==> config.mk <==
export PLATFORM = sky130hd
export DESIGN_NAME = bcd_operand_entry
export DESIGN_NICKNAME = d
export VERILOG_FILES = /design/src/rtl/bcd_operand_entry_pkg.sv /design/src/rtl/bcd_operand_entry_button_debounce.sv /design/src/rtl/bcd_operand_entry.sv
export SDC_FILE = /design/constraint.sdc
export NUM_CORES = 1
export LEC_CHECK = 0
export ABC_AREA = 1
export CAP_MARGIN = 20
export CORE_ASPECT_RATIO = 0.9
export CORE_MARGIN = 2
export CORE_UTILIZATION = 60
export CTS_CLUSTER_DIAMETER = 40
export CTS_CLUSTER_SIZE = 30
export DETAILED_ROUTE_END_ITERATION = 16
export GPL_TIMING_DRIVEN = 1
export PLACE_DENSITY_LB_ADDON = 0.12
export RECOVER_POWER = 25
export SYNTH_ARGS = -nofsm -noshare
export SYNTH_HDL_FRONTEND = slang
export SYNTH_SLANG_ARGS = --single-unit
==> constraint.sdc <==
create_clock -name CLOCK_50 -period 3.3 [get_ports CLOCK_50]
set_input_delay 0.825 -clock CLOCK_50 [delete_from_list [all_inputs] [get_ports CLOCK_50]]
set_output_delay 0.825 -clock CLOCK_50 [all_outputs]
set_load 0.02 [all_outputs]
==> src/rtl/bcd_operand_entry_pkg.sv <==
// bcd_operand_entry_pkg: shared FSM encodings, cursor and BCD constants
package bcd_operand_entry_pkg;
  typedef enum logic [2:0] {
    ST_EDIT_D0 = 3'd0,
    ST_EDIT_D1 = 3'd1,
    ST_EDIT_D2 = 3'd2,
    ST_EDIT_D3 = 3'd3,
    ST_EDIT_OP = 3'd4,
    ST_READY   = 3'd5
  } state_t;
  localparam logic [2:0] CURSOR_NONE = 3'd7;
  localparam logic [3:0] BCD_MAX = 4'd9;
  function automatic logic [3:0] bcd_inc(input logic [3:0] d);
    return (d >= BCD_MAX) ? 4'd0 : d + 4'd1;
  endfunction
endpackage

==> src/rtl/bcd_operand_entry_button_debounce.sv <==
// button_debounce: synchronise, debounce and edge-detect one raw button into a 1-cycle press pulse
module button_debounce #(
  parameter int DEBOUNCE_CYCLES = 500000,
  parameter int CNT_W = 19
) (
  input  logic CLOCK_50,
  input  logic reset,
  input  logic raw,
  output logic press
);
  logic r_s0, r_s1, r_level, r_prev, r_armed, r_press;
  logic [CNT_W-1:0] r_cnt;
  logic w_diff;
  // Until armed, the button must be seen released for a full debounce window, so a
  // button held through reset cannot produce a press when reset drops.
  assign w_diff = r_armed ? (r_s1 != r_level) : r_s1 == 1'b0;
  assign press = r_press;
  // Sync chain, debounce counter, accepted level and registered rising-edge pulse
  always_ff @(posedge CLOCK_50) begin
    if (reset) begin
      r_s0 <= 1'b0;
      r_s1 <= 1'b0;
      r_level <= 1'b0;
      r_prev <= 1'b0;
      r_armed <= 1'b0;
      r_press <= 1'b0;
      r_cnt <= '0;
    end else begin
      r_s0 <= raw;
      r_s1 <= r_s0;
      if (!w_diff) r_cnt <= '0;
      else if (r_cnt == CNT_W'(DEBOUNCE_CYCLES - 1)) begin
        r_cnt <= '0;
        if (r_armed) r_level <= r_s1;
        else r_armed <= 1'b1;
      end else r_cnt <= r_cnt + 1'b1;
      r_prev <= r_level;
      r_press <= r_level & ~r_prev;
    end
  end
endmodule

==> src/rtl/bcd_operand_entry.sv <==
// bcd_operand_entry: three-button sequential entry of two 2-digit BCD operands and an operator
module bcd_operand_entry
  import bcd_operand_entry_pkg::*;
#(
  parameter int DEBOUNCE_CYCLES = 500000,
  parameter int CNT_W = 19
) (
  input  logic       CLOCK_50,
  input  logic       reset,
  input  logic       btn_inc,
  input  logic       btn_next,
  input  logic       btn_enter,
  output logic [3:0] in1_10,
  output logic [3:0] in1_1,
  output logic [3:0] in2_10,
  output logic [3:0] in2_1,
  output logic       operator,
  output logic [2:0] cursor,
  output logic       operands_valid,
  output logic       load
);
  logic w_inc, w_next, w_enter;
  state_t r_state;
  logic [3:0] r_d0, r_d1, r_d2, r_d3;
  logic r_op, r_valid, r_load;
  logic [2:0] r_cursor;
  button_debounce #(.DEBOUNCE_CYCLES(DEBOUNCE_CYCLES), .CNT_W(CNT_W)) u_inc (
    .CLOCK_50(CLOCK_50), .reset(reset), .raw(btn_inc), .press(w_inc));
  button_debounce #(.DEBOUNCE_CYCLES(DEBOUNCE_CYCLES), .CNT_W(CNT_W)) u_next (
    .CLOCK_50(CLOCK_50), .reset(reset), .raw(btn_next), .press(w_next));
  button_debounce #(.DEBOUNCE_CYCLES(DEBOUNCE_CYCLES), .CNT_W(CNT_W)) u_enter (
    .CLOCK_50(CLOCK_50), .reset(reset), .raw(btn_enter), .press(w_enter));
  assign in1_10 = r_d0;
  assign in1_1 = r_d1;
  assign in2_10 = r_d2;
  assign in2_1 = r_d3;
  assign operator = r_op;
  assign cursor = r_cursor;
  assign operands_valid = r_valid;
  assign load = r_load;
  // Entry FSM: enter beats next beats inc; in edit states cursor mirrors the state code
  always_ff @(posedge CLOCK_50) begin
    if (reset) begin
      r_state <= ST_EDIT_D0;
      r_d0 <= 4'd0;
      r_d1 <= 4'd0;
      r_d2 <= 4'd0;
      r_d3 <= 4'd0;
      r_op <= 1'b0;
      r_cursor <= 3'd0;
      r_valid <= 1'b0;
      r_load <= 1'b0;
    end else begin
      r_load <= 1'b0;
      if (r_state == ST_READY) begin
        if (w_next) begin
          r_state <= ST_EDIT_D0;
          r_cursor <= 3'd0;
          r_valid <= 1'b0;
        end
      end else if (w_enter) begin
        r_state <= ST_READY;
        r_cursor <= CURSOR_NONE;
        r_valid <= 1'b1;
        r_load <= 1'b1;
      end else if (w_next) begin
        r_state <= (r_state == ST_EDIT_OP) ? ST_EDIT_D0 : state_t'(r_state + 3'd1);
        r_cursor <= (r_state == ST_EDIT_OP) ? 3'd0 : r_cursor + 3'd1;
      end else if (w_inc) begin
        case (r_state)
          ST_EDIT_D0: r_d0 <= bcd_inc(r_d0);
          ST_EDIT_D1: r_d1 <= bcd_inc(r_d1);
          ST_EDIT_D2: r_d2 <= bcd_inc(r_d2);
          ST_EDIT_D3: r_d3 <= bcd_inc(r_d3);
          ST_EDIT_OP: r_op <= ~r_op;
          default: ;
        endcase
      end
    end
  end
endmodule
**Word-level counts from Yosys, hierarchy flattened**

Cells that the tools add are included.
Widths: inputs -> output; s select.

- Bits in registers: 100
- Latch bits: 0
- Memory bits (writable): 0
- Bits in read-only memories: 0
- Input port bits: 5
- Logic and storage cells: 111
- Memories: 0

- Add/sub/neg operators: 9
- $mul: 0
- Div/mod/pow operators: 0
- $lt $le $gt $ge: 4
- Equal/unequal tests: 12
- Shift-type cells: 0
- Multiplexer cells: 20
- Bitwise operators: 16
- Reduce and logical (&&, ||, !) cells: 20

Operators by type and width:

| operator | count |
|---|---|
| $add 19x1->19 const B | 3 |
| $eq 19x19->1 const B | 3 |
| $mux 3 | 9 |
| $reduce_and 5->1 | 5 |
| $add 4x1->4 const B | 4 |
| $ge 4x4->1 const B | 4 |
| $mux 4 | 4 |
| $not 1->1 | 13 |
| $reduce_and 2->1 | 5 |
| $reduce_and 3->1 | 3 |
| $reduce_or 3->1 | 3 |
| $mux 1 | 7 |
| $add 3x1->3 const B | 2 |
| $eq 3x2->1 const B | 2 |
| $eq 3x3->1 const B | 2 |
| $reduce_bool 2->1 | 2 |
| $and 1x1->1 | 3 |
| $eq 3x1->1 const B | 1 |
| $logic_not 3->1 | 1 |
| $ne 1x1->1 | 3 |
| $ne 2x1->1 const B | 1 |
| $reduce_or 2->1 | 1 |

**Logic depth before layout (Yosys ltp)**

- Word-level depth: 5
- Mapped depth: 9

**By module**

Synthesis repeated with hierarchy kept, for this count alone.

- Cell total of the unflattened synthesis: 772
- Area total of the unflattened synthesis: 5176.2 um2

By module, submodules not included:

| module | times used | cells an instance | area each (um2) |
|---|---|---|---|
| bcd_operand_entry | 1 | 222 | 1481.4 |
| button_debounce at u_enter | 1 | 191 | 1255.0 |
| button_debounce at u_inc | 1 | 191 | 1252.5 |
| button_debounce at u_next | 1 | 168 | 1187.4 |

**Least setup slack after synthesis**

No wires, ideal clock.

- Path type: in2reg
- Start: input reset
- End: register u_inc.r_cnt[17]
- Arrival time: 1.739 ns
- Required time: 3.230 ns
- Path slack: 1.492 ns
- Stages: 8
- Path buffers: 3
- Path through: buf_2 -> inv_1 -> buf_4 -> o21ai_0 -> a21oi_1 -> nand2_2 -> buf_6 -> a21oi_1

- Cells in the longest elaborated chain, start to end: 1

RTL lines:

| item | line | source |
|---|---|---|
| start, declared | bcd_operand_entry.sv:9 | `input logic reset,` |
| $reduce_or 3->1 (no source line) | - |  |
| end signal, assigned | bcd_operand_entry_button_debounce.sv:36 | `end else r_cnt <= r_cnt + 1'b1;` |
| end, declared | bcd_operand_entry_button_debounce.sv:12 | `logic [CNT_W-1:0] r_cnt;` |

No other way between the ends.
A chain may end at the register's enable or synchronous reset.

**Worst setup path after layout**

- Start: input reset
- End: register u_enter.r_cnt[11]

- Cells in the longest elaborated chain, start to end: 1

RTL lines:

| item | line |
|---|---|
| $reduce_or 3->1 (no source line) | - |
| end signal, assigned | bcd_operand_entry_button_debounce.sv:36 |
| end, declared | bcd_operand_entry_button_debounce.sv:12 |

No other way between the ends.

==> results by stage <==
Floorplanning:
- The total die area is 0.00879 sq mm.
- The die is 89.1 um tall.
- The effective utilization at floorplan is 0.611.
- The area of the core region is 0.00791 sq mm.
- The width of the die is 98.6 um.
- In this run the count of I/O pins placed on the die edge is 27.
- The standard-cell row count is 31.

Setup path:
- STA classifies the critical path startpoint as an input pin.
- The worst stage delay on the critical path is 0.78 ns.
- STA classifies the critical path endpoint as a register.
- The reg2reg setup slack is 1.35 ns.
- Data arrives at the worst endpoint at 2.78 ns.
- The critical path contains buffers and inverters numbering 2 combined.
- The largest individual stage delay along the critical path comes from the cell sky130_fd_sc_hd__clkbuf_1.
- The cell depth of the worst flop-to-flop path is 6.
- Along the worst path, the maximum fanout reaches 25.
- Traced cell by cell, the critical path runs through dlygate4sd3_1, clkbuf_1, nor2_1, nand2_2, nor3_1.
- The cell family with the largest share of critical-path delay is buffers and inverters.
- The worst setup path is of the in -> reg kind.
- At the worst endpoint, the required time is 3.54 ns.
- The critical path depth is 5.

Final layout:
- In the final layout, the share of cells above drive strength 1 is 0.0425.
- In the final design database the tool counted 729 nets.
- The number of antenna diodes in the final layout is 0.
- The growth of design area from synthesis to finish is 10.3%.

Logic synthesis:
- The number of nets in the synthesized netlist is 698.
- The count of different cell masters after synthesis is 35.
- The synthesis warning total is 0.
- The number of enable flip-flop cells after synthesis is 0.
- The cell area that synthesis handed to floorplanning was 0.00483 sq mm.
- The async set-reset flop share out of synthesis is 0.
- In the synthesized netlist the dominant register cell turns out to be sky130_fd_sc_hd__dfxtp_1.
- The sequential share of the synthesized area is 0.414.
- The number of instances in the synthesized netlist is 672.
- The flip-flop and latch count after synthesis is 100.
- Averaged over all synthesized cells, the footprint is 7.19 sq um.

STA:
- The aggregate negative setup slack is 0 ns.
- The final-report hold violation count is 0.
- The final critical delay including setup and external delays is 2.54 ns.
- The max-slew violation count is 0.
- The actual transition at the worst max-transition pin is 1.03 ns.
- Setup violations remaining at the end of the flow were counted as 0.
- Static timing analysis puts the maximum clock frequency at 394 MHz.
- The headroom to the max-slew limit is 0.311.
- In the finished design, the share of the clock period the worst path needs comes to 0.770.
- Setup repair after global routing left no endpoint under its margin.
- The clock skew is 0.0131 ns.

Pwr:
- The post-layout total power is 0.00196 W.
- In this run the power density over the cells is 368 mW/mm^2.
- The worst-case vdd ir drop is 0.272 mV.
- The cell leakage power is 1.87 nW.

Placement:
- The final estimated routing congestion in global placement is 0.828.
- The half-perimeter wire length of the detailed placement result is 6550 um.
- The number of input and output port buffers inserted is 26.

GRT:
- The first-pass GRT wire length is 15200 um.
- Global routing finished with a remaining overflow of 0.
- The number of antenna violations at the first check in global routing came to 0.
- The global router's overall resource usage is 0.207.
- The largest net degree at the start of global routing is 26.
- The number of global-route vias before repair came to 3643.

CTS:
- The count of H-tree levels built during CTS is 3.
- The buffers inserted during post-CTS setup optimization is 0.
- In this run, CTS created clock tree buffers numbering 9.
- The root buffer cell chosen for the clock tree is sky130_fd_sc_hd__clkbuf_8.
- The TritonCTS clock tree is yes.
- The clock network latency to the later pin of the worst-skew pair is 0.36 ns.
- The clock input transition at the sequential cells of the worst setup and hold paths is 0.09 ns.
- The number of cells upsized or downsized after cts is 0.
- The total of hold buffers inserted after clock tree synthesis is 0.
- The tree built by TritonCTS fans out to 100 sinks.
- No sink is reached through more buffers than the 2 on the longest clock path.

Detailed routing:
- The mean routed wirelength per cell is 11.1 um.
- In the routed layout, each cell is associated on average with a via count of 5.16.
- The first routing iteration left 84 violations.
- The DRC violation count after routing is 0.
- The routed wire length is 8960 um.
- Summing over every cut layer, the via total after detailed routing is 4150.
- The first-pass iteration count of the detailed router is 6.
- The antenna violation net count after detailed routing is 0.

Hold path:
- In this run the worst hold path is classified as reg -> reg.
- The number of cells on the worst hold path is 1.

Job:
- Max-cap violations in this run came to 0.

Outcome:
- The flow ran to the end, and the final reports show no timing, DRC or antenna violations.
==> per-stage QoR <==
stage	area, sq um	instances	hold slack [ns]	utilization	setup slack [ns]
finish	5330	805	0.392	0.674	0.760
global route	5330	805	0.408	0.674	0.563
CTS	5330	805	0.393	0.674	1.02
detailed placement	5170	791	0.380	0.654	0.804
global placement	5170	791	0.375	0.654	0.887
floorplan	4830	672	0.373	-	1.49
==> cell usage after synthesis (all sizes together), types with 4 or more instances <==
library cell  number  area (sq um)
xor2              17           149
o21ai             15          75.1
inv               73           274
or2                5          31.3
nand4             19           119
nor3              17           133
ha                21           263
buf                5          42.5
nor2             135           512
a41oi              4          35.0
a21oi             40           200
nand3b             6          45.0
nand3             38           200
nand2            156           596
dfxtp            100          2000
xnor2              7          61.3
==> sequential cells by signal (all words and copies together), names as in the netlist, 3 cells and up <==
name,count
cursor,3
in1_10,4
u_next.r_cnt,19
u_inc.r_cnt,19
u_enter.r_cnt,19
in2_1,4
in1_1,4
r_state,3
in2_10,4
==> layer usage <==
metal  track usage  part of all wire  vias to the layer above
met1         0.265              0.50                     1837
met5             0                 0                        -
met2         0.354              0.45                       74
li1              -                 -                     2225
met3        0.0453             0.036                       14
met4        0.0685             0.013                        0
==> worst reg2reg max path: cells and delay by family (launching register included) <==
family	cells	cell delay (ns)
flops	1	0.45
fa+ha+maj	1	0.33
simple gates	5	1.06
==> final timing paths <==
kind                                  start                           end
setup / recovery                      reset  u_enter.r_cnt[11]$_SDFF_PP0_
hold / removal     u_next.r_prev$_SDFF_PP0_       u_next.press$_SDFF_PP0_
setup reg to reg  u_inc.r_cnt[0]$_SDFF_PP0_     u_inc.r_cnt[8]$_SDFF_PP0_
hold reg to reg    u_next.r_prev$_SDFF_PP0_       u_next.press$_SDFF_PP0_
==> power breakdown <==
group / internal (W) / switching, W
Sequential: 0.00122 / 0.00000985
Clock: 0.000270 / 0.000410
Combinational: 0.0000166 / 0.0000373
==> layout make-up <==
class / instances / area, sq um
sequential: 100 / 2000
multi-input combinational: 492 / 2500
tap: 99 / 124
inverter: 73 / 274
clock inverter: 5 / 37.5
fill: 748 / 2580
timing repair buffer: 27 / 264
clock buffer: 9 / 124
==> kinds of logic after synthesis <==
| family | after synthesis | share of synthesized area |
|---|---|---|
| flops | 100 | 0.414 |
| simple gates | 377 | 0.340 |
| fa+ha+maj | 21 | 0.0544 |
| buf+inv | 80 | 0.0671 |
| xor+xnor | 24 | 0.0435 |
| compound gates | 70 | 0.0808 |
==> cell usage in the layout (no fill, tap or decap), types with 2 or more instances in the layout <==
cell / instances
sky130_fd_sc_hd__inv_1: 73
sky130_fd_sc_hd__nand2_2: 4
sky130_fd_sc_hd__nor2_1: 133
sky130_fd_sc_hd__nor2_2: 2
sky130_fd_sc_hd__inv_6: 2
sky130_fd_sc_hd__nor3_4: 2
sky130_fd_sc_hd__o21ai_0: 14
sky130_fd_sc_hd__xor2_1: 17
sky130_fd_sc_hd__o21bai_1: 2
sky130_fd_sc_hd__clkdlybuf4s50_1: 25
sky130_fd_sc_hd__a21oi_1: 40
sky130_fd_sc_hd__nand4_1: 19
sky130_fd_sc_hd__or2_0: 3
sky130_fd_sc_hd__ha_1: 21
sky130_fd_sc_hd__dfxtp_1: 100
sky130_fd_sc_hd__xnor2_1: 7
sky130_fd_sc_hd__a41oi_1: 4
sky130_fd_sc_hd__nand2_1: 152
sky130_fd_sc_hd__nor3_1: 10
sky130_fd_sc_hd__a211oi_1: 2
sky130_fd_sc_hd__nand3_2: 2
sky130_fd_sc_hd__nor3_2: 5
sky130_fd_sc_hd__nand3b_1: 6
sky130_fd_sc_hd__clkinvlp_4: 2
sky130_fd_sc_hd__nand3_1: 36
sky130_fd_sc_hd__a31oi_1: 2
sky130_fd_sc_hd__a21boi_0: 2
sky130_fd_sc_hd__clkbuf_8: 9
Power figures use the tool's default switching activity.
